## src/rtl/alu_pipe_arbiter_pkg.sv

```systemverilog
// Shared types and constants for the two-requester ALU pipe arbiter.
// Tag layout travels alongside the datapath: {valid, id, err}.
package alu_pipe_arbiter_pkg;

    localparam int FUNC_W = 8;
    localparam int OPND_W = 4;
    localparam logic [FUNC_W-1:0] FUNC_IDLE = 8'h00;

    typedef enum logic {
        REQ0 = 1'b0,
        REQ1 = 1'b1
    } req_id_e;

    typedef struct packed {
        logic    valid;
        req_id_e id;
        logic    err;
    } tag_t;

    // Legal function codes are exactly one-hot.
    function automatic logic func_legal(input logic [FUNC_W-1:0] f);
        return (f != '0) && ((f & (f - FUNC_W'(1))) == '0);
    endfunction

endpackage

```

## src/rtl/alu_pipe_arbiter_rr.sv

```systemverilog
// Two-way round-robin arbiter; ptr=0 gives requester 0 priority on contention.
// The pointer always moves away from whichever requester was just granted.
module rr_arbiter2 (
    input  logic valid0,
    input  logic valid1,
    input  logic ptr,
    output logic gnt0,
    output logic gnt1,
    output logic ptr_nxt
);

    always_comb begin
        gnt0    = valid0 & (~valid1 | ~ptr);
        gnt1    = valid1 & (~valid0 | ptr);
        ptr_nxt = ptr;
        if (gnt0) begin
            ptr_nxt = 1'b1;
        end else if (gnt1) begin
            ptr_nxt = 1'b0;
        end
    end

endmodule

```

## src/rtl/alu_pipe_arbiter.sv

```systemverilog
// Shares the encoder/ALU/parity datapath between two requesters and routes
// each parity result back to its issuer via a tag line matched to the latency.
module alu_pipe_arbiter
    import alu_pipe_arbiter_pkg::*;
#(
    parameter int DP_LATENCY = 2,
    parameter int CNT_W      = 8
) (
    input  logic              clk,
    input  logic              rst_n,
    input  logic              req0_valid,
    input  logic [FUNC_W-1:0] req0_func,
    input  logic [OPND_W-1:0] req0_a,
    input  logic [OPND_W-1:0] req0_b,
    output logic              req0_ready,
    input  logic              req1_valid,
    input  logic [FUNC_W-1:0] req1_func,
    input  logic [OPND_W-1:0] req1_a,
    input  logic [OPND_W-1:0] req1_b,
    output logic              req1_ready,
    output logic              rsp0_valid,
    output logic              rsp1_valid,
    output logic              rsp_parity,
    output logic              rsp_err,
    output logic [FUNC_W-1:0] dp_func,
    output logic [OPND_W-1:0] dp_a,
    output logic [OPND_W-1:0] dp_b,
    input  logic              dp_result,
    output logic [CNT_W-1:0]  cnt0,
    output logic [CNT_W-1:0]  cnt1,
    output logic              busy
);

    logic              ptr, ptr_nxt;
    logic              gnt0, gnt1, issue, win_legal;
    req_id_e           win_id;
    logic [FUNC_W-1:0] win_func;
    logic [OPND_W-1:0] win_a, win_b;
    tag_t              line [DP_LATENCY+1];
    tag_t              last;

    rr_arbiter2 u_arb (
        .valid0  (req0_valid),
        .valid1  (req1_valid),
        .ptr     (ptr),
        .gnt0    (gnt0),
        .gnt1    (gnt1),
        .ptr_nxt (ptr_nxt)
    );

    assign req0_ready = gnt0;
    assign req1_ready = gnt1;
    assign last       = line[DP_LATENCY];

    always_comb begin
        issue     = gnt0 | gnt1;
        win_id    = gnt1 ? REQ1 : REQ0;
        win_func  = gnt1 ? req1_func : req0_func;
        win_a     = gnt1 ? req1_a : req0_a;
        win_b     = gnt1 ? req1_b : req0_b;
        win_legal = func_legal(win_func);
    end

    always_comb begin
        busy = 1'b0;
        for (int i = 0; i <= DP_LATENCY; i++) begin
            busy = busy | line[i].valid;
        end
    end

    always_ff @(posedge clk or negedge rst_n) begin
        if (!rst_n) begin
            ptr        <= 1'b0;
            dp_func    <= FUNC_IDLE;
            dp_a       <= '0;
            dp_b       <= '0;
            rsp0_valid <= 1'b0;
            rsp1_valid <= 1'b0;
            rsp_parity <= 1'b0;
            rsp_err    <= 1'b0;
            cnt0       <= '0;
            cnt1       <= '0;
            for (int i = 0; i <= DP_LATENCY; i++) begin
                line[i] <= '0;
            end
        end else begin
            ptr <= ptr_nxt;
            // Illegal codes still occupy a slot so the response order is kept.
            if (issue) begin
                dp_func <= win_legal ? win_func : FUNC_IDLE;
                dp_a    <= win_legal ? win_a : '0;
                dp_b    <= win_legal ? win_b : '0;
                line[0] <= tag_t'{valid: 1'b1, id: win_id, err: ~win_legal};
            end else begin
                dp_func <= FUNC_IDLE;
                line[0] <= '0;
            end
            for (int i = 1; i <= DP_LATENCY; i++) begin
                line[i] <= line[i-1];
            end
            rsp0_valid <= last.valid & (last.id == REQ0);
            rsp1_valid <= last.valid & (last.id == REQ1);
            rsp_err    <= last.valid & last.err;
            rsp_parity <= last.valid & ~last.err & dp_result;
            cnt0       <= cnt0 + CNT_W'(gnt0);
            cnt1       <= cnt1 + CNT_W'(gnt1);
        end
    end

endmodule

```

## config.mk

```make
export PLATFORM = sky130hd
export DESIGN_NAME = alu_pipe_arbiter
export DESIGN_NICKNAME = d
export VERILOG_FILES = /design/src/rtl/alu_pipe_arbiter_pkg.sv /design/src/rtl/alu_pipe_arbiter_rr.sv /design/src/rtl/alu_pipe_arbiter.sv
export SDC_FILE = /design/constraint.sdc
export NUM_CORES = 1
export LEC_CHECK = 0
export CAP_MARGIN = 20
export CELL_PAD_IN_SITES_DETAIL_PLACEMENT = 1
export CELL_PAD_IN_SITES_GLOBAL_PLACEMENT = 1
export CORE_ASPECT_RATIO = 1.1
export CORE_MARGIN = 3
export CORE_UTILIZATION = 36
export DETAILED_ROUTE_END_ITERATION = 10
export PLACE_DENSITY_LB_ADDON = 0.05
export SYNTH_ARGS = -nofsm -noshare
export SYNTH_HDL_FRONTEND = slang
export SYNTH_SLANG_ARGS = --single-unit
export TNS_END_PERCENT = 5
```

## constraint.sdc

```tcl
create_clock -name clk -period 3.8 [get_ports clk]
set_input_delay 0.76 -clock clk [delete_from_list [all_inputs] [get_ports clk]]
set_output_delay 0.76 -clock clk [all_outputs]
set_load 0.1 [all_outputs]
```

; Word-level counts from Yosys, hierarchy flattened
; Cells that the tools add are included.
[op_classes]
reduce_logical = 4
n_div = 0
n_lt_le_gt_ge = 0
eq_ne = 0
n_bitwise = 19
shifts = 0
n_addsub = 3
multipliers = 0
n_mux = 11
[op_table]
columns = op, n
row1 = two-way mux 8 bit, 3
row2 = adder 8 x 1 -> 8 bit, 2
row3 = two-way mux 4 bit, 4
row4 = bitwise AND 8 bit, 1
row5 = logical NOT 8 bit, 1
row6 = nonzero test 8 bit, 1
row7 = subtractor 8 x 1 -> 8 bit (second input constant), 1
row8 = bitwise AND 1 bit, 7
row9 = inverter 1 bit, 6
row10 = bitwise OR 1 bit, 5
row11 = two-way mux 1 bit, 3
row12 = two-way mux 3 bit, 1
row13 = nonzero test 2 bit, 1
row14 = logical AND 1 bit, 1
[totals]
ramBits = 0
rom_bits = 0
out_inout_bits = 39
latch_bits = 0
n_memories = 0
reg_bits = 46

; Longest topological paths before layout
[logic_depth]
ltp_word = 10
ltp_mapped = 8
depth_no_buf = 7

; By module
; Synthesis repeated with hierarchy kept, for this count alone.
[unflattened]
hier_cells = 179
area_unflattened_um2 = 2144.6
[modules_own_cells]
columns = mod, n_inst, cells_each, area_each_um2, seq_area_each_um2
row1 = alu_pipe_arbiter, 1, 174, 2115.8, 1151.1
row2 = rr_arbiter2, 1, 5, 28.8, 0.0

; Least setup slack after synthesis
; Ideal clock, no wire load.
[synth_path]
path_type = input to register
startpoint = input req1_valid
endpoint = register cnt0[7]
setup_time_ns = 0.158
t_arrival_ns = 4.033
setup_slack_ns = -0.390
cell_stages = 8
path_cell_list = clkbuf_1 > buf_2 > a21boi_1 > ha_1 > and3_1 > nand3_1 > or2_2 > xnor2_1
[synth_via]
elab_chain_len = 4
[synth_rtl]
columns = element, line_no
row1 = "start, declared", alu_pipe_arbiter.sv:16  ; input logic req1_valid,
row2 = inverter 1 bit, alu_pipe_arbiter_rr.sv:13  ; gnt0 = valid0 & (~valid1 | ~ptr);
row3 = bitwise OR 1 bit, alu_pipe_arbiter_rr.sv:13
row4 = bitwise AND 1 bit, alu_pipe_arbiter_rr.sv:13
row5 = net req0_ready, alu_pipe_arbiter.sv:15  ; output logic req0_ready,
row6 = adder 8 x 1 -> 8 bit, alu_pipe_arbiter.sv:105  ; cnt0 <= cnt0 + CNT_W'(gnt0);
row7 = "end signal, assigned", alu_pipe_arbiter.sv:105
row8 = "end, declared", alu_pipe_arbiter.sv:29  ; output logic [CNT_W-1:0] cnt0,
; The timed path passes the listed nets, and every way through them passes these cells.
; A chain may end at the register's enable or synchronous reset.

; Worst setup path after layout
[layout_path]
startpoint = input req0_valid
endpoint = output req0_ready
[layout_via]
elab_chain_len = 1
[layout_rtl]
columns = element, line_no
row1 = "start, declared", alu_pipe_arbiter.sv:11  ; input logic req0_valid,
row2 = bitwise AND 1 bit, alu_pipe_arbiter_rr.sv:13
row3 = "end, declared", alu_pipe_arbiter.sv:15
; No other way between the ends.

==> out/qor.txt <==
Measured slew at the worst slew-check pin - 0.989 ns
Rows - 28
CTS Sinks - 46
Routed wire length - 4.96 mm
Worst EP arrival - 2.14 ns
Setup Fix Bufs, Post-CTS - 0
Area Growth Syn to Fin - 46.6%
Worst setup EP type - primary output
Cell-internal power - 994 uW
Yosys cell types - 36
Syn Area/Cell - 11.1 um^2
Clk root buf - clkbuf_8
Nets@finish - 308
GRT Util Overall - 15.8%
Leak pwr - 1.29 nW
Setup crit start kind - primary input
Comb power frac - 47.4%
DRT Pass-1 Iters - 4
Period utilisation layout - 76.4%
Final worst setup slack - 0.895 ns
Syn Std Cell Area - 2090 um^2
CTS max path bufs - 2
Gr ovfl total - 0
FF+latch count, synth - 46
Hold_buf cts - 0
Final Max Tran Viols - 0
Initial Util - 38.1%
FILL cells - 604
Post-synth top flop - dfrtp_1
R2R Setup Slk - 1.57 ns
Insertion delay to the later sink of the worst-skew pair - 0.28 ns
Synth area leader - dfrtp_1
Max Clk Rate - 344 MHz
CP max FO - 13
Reg-to-Reg End - cnt0[7]
Initial antenna violation count - 0
H-tree depth - 2
Post-layout min period - 2.90 ns
RSZ-0062 raised after global routing - false
Sum Neg Setup Slack - 0 ns
CORE AREA - 5500 um^2
Num CTS Buffers - 5
NetSw - 904 uW
Via count - 1713
Clock power share - 18.5%
Finish-stage setup viols - 0
CTS tree - yes
Pin count of the biggest net entering global routing - 47
Syn. warnings - 0
Die Y - 86.0 um
Post-synth top area share - 55.0%
Total die area - 6770 um^2
Vias in the first global route - 1773
Status - finished, final reports clean
EDFF count, synth - 0
Clk slew on worst S/H paths - 0.08 ns
Ratio of total power to cell area - 619 nW/um^2
Post-synthesis cell count - 188
Setup WS pre-CTS - 0.626 ns
GP Congestion - 0.752
Reg power frac - 34.2%
Share of layout cells above drive strength 1 - 8.96%
CP required - 3.04 ns
VDD IR-drop max - 398 uV
Post-synth ARST share - 100%
Port bufs - 75
R2r startpoint - ptr
Hpwl dp - 3.87 mm
Fin util - 55.8%
Post-synthesis sequential area ratio - 55.0%
Final Hold Vio Count - 0
Diodes inserted - 0
Mapped Nets - 229
Slew headroom - 33.9%
Routed Antenna Nets - 0
Worst Skew - 0.00327 ns
Ports - 76
Synth top area cells - dfrtp_1 (55%), mux2i_1 (7.7%), nand2_1 (3.4%), xnor2_1 (3.3%), xor2_1 (2.5%)
Worst Setup EP - req0_ready
Post-cts gate resize count - 0
Reg2reg path depth - 6
First-pass GRT wire length - 8.58 mm
Drt initial violations - 35
Crit path kind - in -> out
Max Cap Violations - 0
Die Width - 78.7 um
Tightest Hold Check Type - reg -> reg
Vias per Instance - 4.99
Switching part of the total - 47.6%
Crit path from - req0_valid
Drt wl/cell - 14.4 um
DRC - 0
==> synth_stat cells (2+ instances only) <==
library cell  instances
o21ai_0              10
a21oi_1               9
inv_1                 4
mux2i_1              16
and2_1                2
a31oi_1               8
or4_4                 2
and3_1                3
clkbuf_1              6
nand3_1               8
a2111oi_0             4
nor3_1                9
xor2_1                6
nor2b_1               2
ha_1                  4
nand2_1              19
xnor2_1               8
nor2_1                5
dfrtp_1              46
==> stage by stage <==
| stage | power [mW] | hold WS [ns] | instance area (um^2) | cells |
|---|---|---|---|---|
| 2_1_floorplan | 1.31 | 0.331 | 2100 | 188 |
| 3_3_place_gp | 1.56 | 0.331 | 2950 | 334 |
| 3_5_place_dp | 1.57 | 0.336 | 2950 | 334 |
| 4_1_cts | 1.92 | 0.352 | 3060 | 342 |
| 5_1_grt | 2.00 | 0.360 | 3070 | 343 |
| 6_report | 1.90 | 0.352 | 3070 | 343 |
==> cell usage in the layout, fill, tap and decap left out, drive strengths merged, types with 2 or more instances in the layout <==
master,Yosys,final
a2111oi,4,4
a21oi,9,9
a31oi,8,8
and2,3,3
and3,4,4
buf,2,8
clkbuf,6,5
clkdlybuf4s50,0,72
clkinvlp,0,2
dfrtp,46,46
ha,4,4
inv,4,4
mux2i,16,16
nand2,19,19
nand3,8,8
nor2,5,5
nor2b,2,2
nor3,9,9
o21ai,10,10
or4,2,2
xnor2,8,8
xor2,6,6
==> worst max-delay path, cell delays in order <==
cell	delay (ns)
clkdlybuf4s50_1	0.45
buf_4	0.17
a21boi_2	0.50
buf_12	0.25
==> cell families (layout without fill, tap and decap cells) <==
logic type / count (synthesis) / count (layout) / share of synthesized area (%)
compound gates: 39 / 39 / 12.5
flops: 46 / 46 / 55.0
fa+ha+maj: 4 / 4 / 2.39
buf+inv: 12 / 92 / 2.57
mux: 16 / 16 / 7.65
xor+xnor: 14 / 14 / 5.86
simple gates: 57 / 57 / 14.0
==> worst min-delay path by stage <==
stage               startpoint  cells after the start  slack [ns]       to
CTS                    line[6]                      0        0.35  line[3]
floorplan              line[3]                      0        0.33  last[0]
finish                 line[6]                      0        0.35  line[3]
global route           line[6]                      0        0.36  line[3]
global placement       line[6]                      0        0.33  line[3]
detailed placement     line[6]                      0        0.34  line[3]
==> routing by layer <==
| layer | routed length (um) | up-vias | GRT usage [%] |
|---|---|---|---|
| met5 | 0 | - | 0 |
| met2 | 2670 | 34 | 27.6 |
| met3 | 166 | 4 | 3.36 |
| li1 | - | 837 | - |
| met4 | 36 | 0 | 4.61 |
| met1 | 2080 | 838 | 19.6 |
==> cell type report <==
| class | count | area (um^2) | area share, % |
|---|---|---|---|
| sequential | 46 | 1150 | 37.5 |
| clock inverter | 3 | 45.0 | 1.47 |
| timing repair buffer | 80 | 803 | 26.2 |
| tap | 75 | 93.8 | 3.06 |
| clock buffer | 5 | 68.8 | 2.24 |
| inverter | 4 | 15.0 | 0.489 |
| multi-input combinational | 130 | 892 | 29.1 |
==> registers in the layout, indices dropped and copies added (netlist names) <==
signal and count:
line 6, last 3, dp_b 4, dp_a 4
ptr 1, cnt0 8, rsp0_valid 1, rsp_err 1
dp_func 8, rsp1_valid 1, rsp_parity 1, cnt1 8
==> power by group through the flow <==
| stage | logic [mW] | clock network (mW) | registers (mW) |
|---|---|---|---|
| after floorplan | 0.141 | 0 | 1.16 |
| after global placement | 0.897 | 0 | 0.659 |
| after detailed placement | 0.906 | 0 | 0.662 |
| after CTS | 0.908 | 0.364 | 0.652 |
| after global routing | 0.939 | 0.386 | 0.670 |
| final | 0.899 | 0.350 | 0.649 |
(Power assumes the default switching activity.)
